## config.mk

```make
export PLATFORM = sky130hd
export DESIGN_NAME = io_misc_ctrl
export DESIGN_NICKNAME = d
export VERILOG_FILES = /design/src/rtl/io_misc_ctrl.sv
export SDC_FILE = /design/constraint.sdc
export NUM_CORES = 2
export LEC_CHECK = 0
export CAP_MARGIN = 0
export CORE_MARGIN = 5
export CORE_UTILIZATION = 50
export DETAILED_ROUTE_END_ITERATION = 16
export DONT_BUFFER_PORTS = 1
export MAX_ROUTING_LAYER = met4
export PLACE_DENSITY = 0.61
export SLEW_MARGIN = 15
export SYNTH_ARGS = -nofsm -noshare
export SYNTH_HDL_FRONTEND = slang
export SYNTH_MEMORY_MAX_BITS = 65536
export SYNTH_SLANG_ARGS = --single-unit
```

## constraint.sdc

```tcl
create_clock -name clk -period 4.1 [get_ports clk]
set_input_delay 0.615 -clock clk [delete_from_list [all_inputs] [get_ports clk]]
set_output_delay 0.615 -clock clk [all_outputs]
set_load 0.1 [all_outputs]
```

## src/rtl/io_misc_ctrl.sv

```systemverilog
// Misc-bus I/O controller: scratch RAM, registered output ports, debounced inputs
// with sticky rising-edge flags, and a one-cycle registered response per command.
module io_misc_ctrl #(
    parameter int DATA_W    = 16,
    parameter int N_IN      = 8,
    parameter int N_OUT     = 4,
    parameter int RAM_DEPTH = 256,
    parameter int DEB_CYC   = 4,
    localparam int OUT_W    = (N_OUT > 1) ? $clog2(N_OUT) : 1
) (
    input  logic                    clk,
    input  logic                    rst,
    input  logic                    cs,
    input  logic [3:0]              op,
    input  logic [DATA_W-1:0]       port,
    input  logic [DATA_W-1:0]       data,
    input  logic [N_IN-1:0]         in_data,
    output logic [DATA_W-1:0]       result,
    output logic                    resp_valid,
    output logic                    write_out,
    output logic [OUT_W-1:0]        out_port,
    output logic [DATA_W-1:0]       out_data,
    output logic [N_OUT*DATA_W-1:0] out_regs
);

    localparam int ADDR_W   = (RAM_DEPTH > 1) ? $clog2(RAM_DEPTH) : 1;
    localparam int IN_IDX_W = (N_IN > 1) ? $clog2(N_IN) : 1;
    localparam int CNT_W    = (DEB_CYC > 1) ? $clog2(DEB_CYC) : 1;

    typedef enum logic [3:0] {
        OP_RAM_RD  = 4'b0000,
        OP_RAM_WR  = 4'b0001,
        OP_IN_LVL  = 4'b0010,
        OP_OUT_WR  = 4'b0011,
        OP_OUT_RD  = 4'b0100,
        OP_EDGE_RC = 4'b0101
    } op_t;

    logic [DATA_W-1:0] ram     [RAM_DEPTH];
    logic [DATA_W-1:0] out_mem [N_OUT];

    logic [N_IN-1:0]   sync1, sync2, deb, deb_nxt, flags, flags_nxt, rise, clr;
    logic [CNT_W-1:0]  deb_cnt     [N_IN];
    logic [CNT_W-1:0]  deb_cnt_nxt [N_IN];

    logic              accept, in_hit, out_hit, out_wr_hit;
    logic [ADDR_W-1:0] addr;
    logic [IN_IDX_W-1:0] in_idx;
    logic [OUT_W-1:0]  out_idx;
    logic [DATA_W-1:0] rsp_data;

    assign accept     = cs && !rst;
    assign addr       = port[ADDR_W-1:0];
    assign in_idx     = port[IN_IDX_W-1:0];
    assign out_idx    = port[OUT_W-1:0];
    assign in_hit     = port < DATA_W'(N_IN);
    assign out_hit    = port < DATA_W'(N_OUT);
    assign out_wr_hit = accept && (op == OP_OUT_WR) && out_hit;

    // Debounce: counter runs while synced and debounced disagree; any agreement restarts it.
    always_comb begin
        deb_nxt = deb;
        for (int i = 0; i < N_IN; i++) begin
            deb_cnt_nxt[i] = '0;
            if (sync2[i] != deb[i]) begin
                if (deb_cnt[i] == CNT_W'(DEB_CYC - 1)) begin
                    deb_nxt[i] = sync2[i];
                end else begin
                    deb_cnt_nxt[i] = deb_cnt[i] + CNT_W'(1);
                end
            end
        end
    end

    // A new edge in the same cycle as a read-and-clear survives the clear.
    assign rise      = deb_nxt & ~deb;
    assign clr       = (accept && (op == OP_EDGE_RC)) ? '1 : '0;
    assign flags_nxt = (flags & ~clr) | rise;

    always_comb begin
        rsp_data = '0;
        case (op)
            OP_RAM_RD:  rsp_data = ram[addr];
            OP_IN_LVL:  if (in_hit) rsp_data = {{(DATA_W-1){1'b0}}, deb[in_idx]};
            OP_OUT_RD:  if (out_hit) rsp_data = out_mem[out_idx];
            OP_EDGE_RC: rsp_data = DATA_W'(flags);
            default:    rsp_data = '0;
        endcase
    end

    always_ff @(posedge clk) begin
        if (accept && (op == OP_RAM_WR)) begin
            ram[addr] <= data;
        end
    end

    always_ff @(posedge clk) begin
        if (rst) begin
            sync1      <= '0;
            sync2      <= '0;
            deb        <= '0;
            flags      <= '0;
            result     <= '0;
            resp_valid <= 1'b0;
            write_out  <= 1'b0;
            out_port   <= '0;
            out_data   <= '0;
            for (int i = 0; i < N_IN; i++) deb_cnt[i] <= '0;
            for (int k = 0; k < N_OUT; k++) out_mem[k] <= '0;
        end else begin
            sync1      <= in_data;
            sync2      <= sync1;
            deb        <= deb_nxt;
            flags      <= flags_nxt;
            for (int i = 0; i < N_IN; i++) deb_cnt[i] <= deb_cnt_nxt[i];
            result     <= accept ? rsp_data : '0;
            resp_valid <= accept;
            write_out  <= out_wr_hit;
            if (out_wr_hit) begin
                out_mem[out_idx] <= data;
                out_port         <= out_idx;
                out_data         <= data;
            end
        end
    end

    for (genvar k = 0; k < N_OUT; k++) begin : g_out_pack
        assign out_regs[k*DATA_W +: DATA_W] = out_mem[k];
    end

endmodule

```

# Yosys cells after proc, flatten, opt, wreduce, memory -nomap -nowiden
# Memories as Yosys holds them, arrays and structs flattened.
# Cells that the tools add are included.
[op_classes]
n_addsub = 8
n_lt_le_gt_ge = 3
eq_ne = 21
muxes = 57
bitwise_logic = 14
n_reduce_logical = 9
[op_table]
columns = ["op", "count"]
rows = [
  ["16-bit case mux with 4 select lines", 1],
  ["2-bit two-way mux", 25],
  ["16-bit two-way mux", 2],
  ["1-bit two-way mux", 27],
  ["2-bit by 1-bit adder with 2-bit output, second input constant", 8],
  ["8-bit bitwise AND", 2],
  ["2-bit equality test, second input constant", 8],
  ["16-bit by 3-bit less-than comparator with 1-bit output, second input constant", 1],
  ["16-bit by 4-bit less-than comparator with 1-bit output, second input constant", 1],
  ["8-bit NOT", 2],
  ["16-bit OR reduction", 1],
  ["4-bit by 2-bit equality test with 1-bit output, second input constant", 2],
  ["4-bit by 3-bit equality test with 1-bit output, second input constant", 2],
  ["8-bit two-way mux", 1],
  ["1-bit inequality test", 8],
  ["1-bit OR", 8],
  ["8-bit OR", 1],
  ["1-bit logical AND", 5],
  ["4-bit by 1-bit equality test with 1-bit output, second input constant", 1],
  ["4-bit zero test", 1],
  ["3-bit by 4-bit less-than comparator with 1-bit output, second input constant", 1],
  ["1-bit binary-select mux with 3-bit select", 1],
  ["2-bit OR reduction", 1],
  ["1-bit zero test", 1],
  ["1-bit NOT", 1],
]
[totals]
ff_bits = 68
ramBits = 4176
output_inout_bits = 100
elab_cells = 124
n_memories = 3
[mem_list]
columns = ["name", "words", "word_bits", "rd", "rd_clocked_by_memory_dff", "write_ports", "line_no", "text"]
rows = [
  ["ram", 256, 16, 1, 0, 1, "39", "logic [DATA_W-1:0] ram [RAM_DEPTH];"],
  ["out_mem", 4, 16, 5, 0, 4, "40", "logic [DATA_W-1:0] out_mem [N_OUT];"],
  ["deb_cnt", 8, 2, 8, 0, 8, "43", "logic [CNT_W-1:0] deb_cnt [N_IN];"],
]

# Logic depth before layout (Yosys ltp)
[depth]
word_depth = 9
mapped_depth = 13
depth_no_buf = 7

# Worst setup path after synthesis
# No wires, ideal clock.
[synth_timing]
kind = "input to register"
start = "in port[0]"
end = "mem ram[111][0], enable pin"
setup_time_ps = 388
t_arrival_ps = 3029
slack_ps = 682
cell_stages = 10
cell_sequence = "buf_2 -> buf_6 -> buf_4 -> buf_4 -> buf_4 -> and2_1 -> clkbuf_1 -> nand3_1 -> clkbuf_1 -> nor2_1"
[synth_lines]
columns = ["item", "line_no", "text"]
rows = [
  ["start: declaration", "15", "input logic [DATA_W-1:0] port,"],
  ["end: declaration", "39", ""],
]
# Straight into the memory's write port.

# Worst setup path after layout
[layout_timing]
start = "in port[1]"
end = "reg result[12]"
[layout_between]
elab_chain_len = 3
elab_cells_between_ends = 5
cone_classes = "order compare: 1; mux: 2; memory: 2"
[layout_rtl]
columns = ["item", "line_no", "text"]
rows = [
  ["branches (longest 2 deep; another with memory 256 x 16 bit)", "n/a", ""],
  ["16-bit case mux with 4 select lines *", "82", "case (op)"],
  ["end signal: assignment", "116", "result <= accept ? rsp_data : '0;"],
  ["end: declaration", "18", "output logic [DATA_W-1:0] result,"],
]
# Mark *: on every way between the ends.
# A chain may end at the register's enable or synchronous reset.

==> out/metrics.csv <==
stage;metric;value;unit
drt;Via-to-Cell Ratio;6.399;
global_routing;global route overflow;0;
synth;most common cell in the netlist;edfxtp_1;
sta;fin crit period;3945;ps
floorplan;Core Region;0.3240;mm²
drt;DR pass1 iterations;6;
sta;Slew Viols, Final;0;
setup_path;Critical Path RT;4950;ps
drt;Total Routed Length;463.7;mm
place;Port Buffers;0;
job;max cap viols;0;
sta;fmax;0.2535;GHz
setup_path;cells along the critical path;buf_16, buf_16, buf_16, nor2_1, nand2_1, buf_4, o221ai_1, a211oi_1, buf_4, nand3_1, a211oi_1, buf_4, nor3_1;
setup_path;WP data arrival;4800;ps
synth;top cell type's share of synthesized area;0.7689;
power_and_ir_drop;VDD IR max;400.1;µV
clock_tree;Root Driver;clkbuf_16;
clock_tree;clock tree buffer depth;4;
global_routing;largest net degree at the start of global routing;640;
synth;post-synth cell types;64;
setup_path;Setup CP Type;input pin to flip-flop;
sta;fin crit share;0.9622;
sta;Hold Violations, Final;0;
run_status;status;finished clean;
synth;syn_area_per_cell;20.85;µm²
setup_path;CP delay by family, top;buffers and inverters;
floorplan;die height;580.0;µm
synth;Post-Syn Instances;7792;
setup_path;crit end category;flip-flop;
clock_tree;clock slew at reported path FFs;60;ps
sta;skew final;61.61;ps
drt;routed len/inst;34.98;µm
drt;DRT iter0 DRCs;11140;
clock_tree;CTS tree;built;
synth;cell area after synthesis;0.1625;mm²
synth;asr flop ratio synth;0;
power_and_ir_drop;Leak;61.64;nW
place;GP Congestion;0.8528;
clock_tree;clock sink count;4244;
drt;Final ANT Viol Nets;0;
min_path;Worst Hold Class;input pin to flip-flop;
sta;unrepaired setup endpoints after global routing;false;
global_routing;Tot GR Track Use;0.2778;
sta;worst slew pin tran;1395;ps
clock_tree;CTS buffer count;417;
synth;Post-synth EDFFs;4160;
clock_tree;H-tree Lvls;5;
floorplan;Starting Density;0.5014;
power_and_ir_drop;PwrDens;474.8;mW/mm²
floorplan;full die area;0.3364;mm²
place;Placed Instances;12410;
setup_path;Crit Reg-Reg Startpoint;ram[63][14]$_DFFE_PP_;
global_routing;number of global-route vias before repair;82670;
setup_path;R2R Path End;result[14]$_SDFF_PP0_;
drt;DRC viols;0;
min_path;Hold Path Sink;ram[46][7]$_DFFE_PP_;
power_and_ir_drop;total power;90.28;mW
setup_path;CP bufs+invs;6;
min_path;min-delay src;data[7];
layout;Non-Filler Instances;13260;
synth;Post-synth top flop;edfxtp_1;
synth;Syn. warnings;0;
min_path;Hold Crit Depth;1;
layout;share of layout cells above drive strength 1;0.2535;
layout;Layout area overhead;17.05;%
setup_path;critical path's slowest cell;a211oi_1;
layout;nets;8629;
place;post-DP HPWL;252.8;mm
floorplan;# IOs;147;
sta;max_slew headroom;0.07008;
global_routing;first-pass GRT wire length;645.2;mm
setup_path;Worst Reg-to-Reg Cells;7;
sta;Final setup viols;0;
clock_tree;Clock Latency Late Sink;970;ps
drt;DR vias;84820;
setup_path;reg-to-reg setup timing slack;1260;ps
synth;top cells by area, synth;edfxtp_1 77%, mux4_2 11%, mux2i_1 3.7%, a22oi_1 1.1%, dfxtp_1 1.0%;
setup_path;Startpoint Class;input pin;
setup_path;CP Max Fanout;128;
synth;Synth Net Count;7847;
global_routing;antenna violations before repair;33;
floorplan;Die Wd;580.0;µm
synth;Synth Register Bits;4244;
floorplan;Cell Rows;209;
synth;Post-synth top cells;4160 x edfxtp_1, 761 x mux4_2, 600 x mux2i_1;
setup_path;slowest stage delay, CP;630;ps
synth;Synth area leader;edfxtp_1;
synth;post-synthesis sequential area ratio;0.7793;
## repair_timing
action | in CTS | in global routing
hold buffers | 46 | 5
cloned | 6 | 5
hold endpoints to repair | 3250 | 13
setup buffers | 0 | 0
gates resized for setup | 3 | 1
setup endpoints to repair | 14 | 13
## state kept, by name (all words and copies together) (netlist names)
name and flops:
out_data 16, resp_valid 1, flags 8, deb 8, deb_cnt 16, ram 4096
result 16, out_mem 64, sync1 8, write_out 1, out_port 2, sync2 8
## placed cells by master, fill, tap and decap left out, types with 23 or more instances in the layout
master / n
nor2b_1: 23
clkinv_1: 83
a22o_1: 74
o22ai_1: 68
clkinv_2: 69
clkbuf_16: 432
bufinv_16: 46
o21ai_0: 34
nand2_1: 190
nor2_1: 286
a22oi_1: 248
edfxtp_1: 4160
a21oi_1: 99
a31oi_1: 32
and3_1: 53
nor2_2: 43
a211oi_1: 32
mux4_2: 761
dfxtp_1: 83
nand3_1: 105
nand4_1: 46
buf_12: 256
buf_16: 49
nor3_1: 23
a221oi_1: 78
buf_4: 493
mux2i_1: 600
and2_1: 23
clkbuf_1: 94
## routing by layer
layer	vias up	global-route usage	wire length (µm)
met1	45470	0.3945	185200
met4	0	0.07188	14300
met2	4481	0.4190	217800
li1	34200	-	-
met3	665	0.05468	46420
met5	-	-	0
## per-stage QoR
| step | TNS, ps | setup WS [ps] | util | hold WS (ps) | cell area (µm²) |
|---|---|---|---|---|---|
| after global placement | -2130300 | -1959 | 0.5398 | 404.3 | 174900 |
| after detailed placement | -2300240 | -1928 | 0.5400 | 414.9 | 175000 |
| final | 0 | 155.0 | 0.5869 | 27.92 | 190200 |
| after global routing | 0 | 10.05 | 0.5869 | 17.85 | 190100 |
| after CTS | 0 | 1.922 | 0.5855 | 0.1092 | 189700 |
| after floorplan | 0 | 682.3 | - | 397.4 | 162500 |
## final cells by class
cell class | instances | area [µm²]
Antenna cell | 14 | 35.03
Clock inverter | 233 | 2389
Sequential cell | 4244 | 126600
Clock buffer | 528 | 11130
Tap cell | 4325 | 5411
Multi-Input combinational cell | 3076 | 33900
Timing Repair Buffer | 824 | 10650
Inverter | 11 | 41.29
Fill cell | 23150 | 133800
## power by group
group | switching, mW | internal (mW) | total (mW)
logic | 2.78 | 1.52 | 4.30
registers | 0.175 | 47.7 | 47.8
clock network | 16.1 | 22.1 | 38.2
total | 19.0 | 71.2 | 90.3
## worst reg2reg max path, delay by kind of cell (launching register included)
family,cells,cell delay (ps)
and+or+nand+nor,2,1030
buffers and inverters,2,410
AOI/OAI and AO/OA,2,300
DFF,1,380
muxes,1,570
## worst max path at each step
stage                  from               endpoint  slack, ps  cells after the start
floorplan           port[0]  ram[111][0]$_DFFE_PP_        680                     10
global placement    port[0]   result[0]$_SDFF_PP0_      -1960                     12
detailed placement  port[0]   result[0]$_SDFF_PP0_      -1930                     12
CTS                 port[0]  result[14]$_SDFF_PP0_          2                     11
global route        port[0]  result[14]$_SDFF_PP0_         10                     10
finish              port[1]  result[12]$_SDFF_PP0_        160                     13
## cells by family (layout without fill, tap and decap cells)
| group | after synthesis | in the layout | share of synthesized area |
|---|---|---|---|
| xor gates and xnor gates | 8 | 8 | 0.0004313 |
| buffers and inverters | 472 | 1596 | 0.01476 |
| DFF | 4244 | 4244 | 0.7793 |
| muxes | 1364 | 1364 | 0.1427 |
| other | 0 | 14 | 0 |
| and+or+nand+nor | 891 | 891 | 0.02572 |
| AOI/OAI and AO/OA | 805 | 805 | 0.03653 |
| adders and majority gates | 8 | 8 | 0.0006161 |
Power figures use the tool's default switching activity.
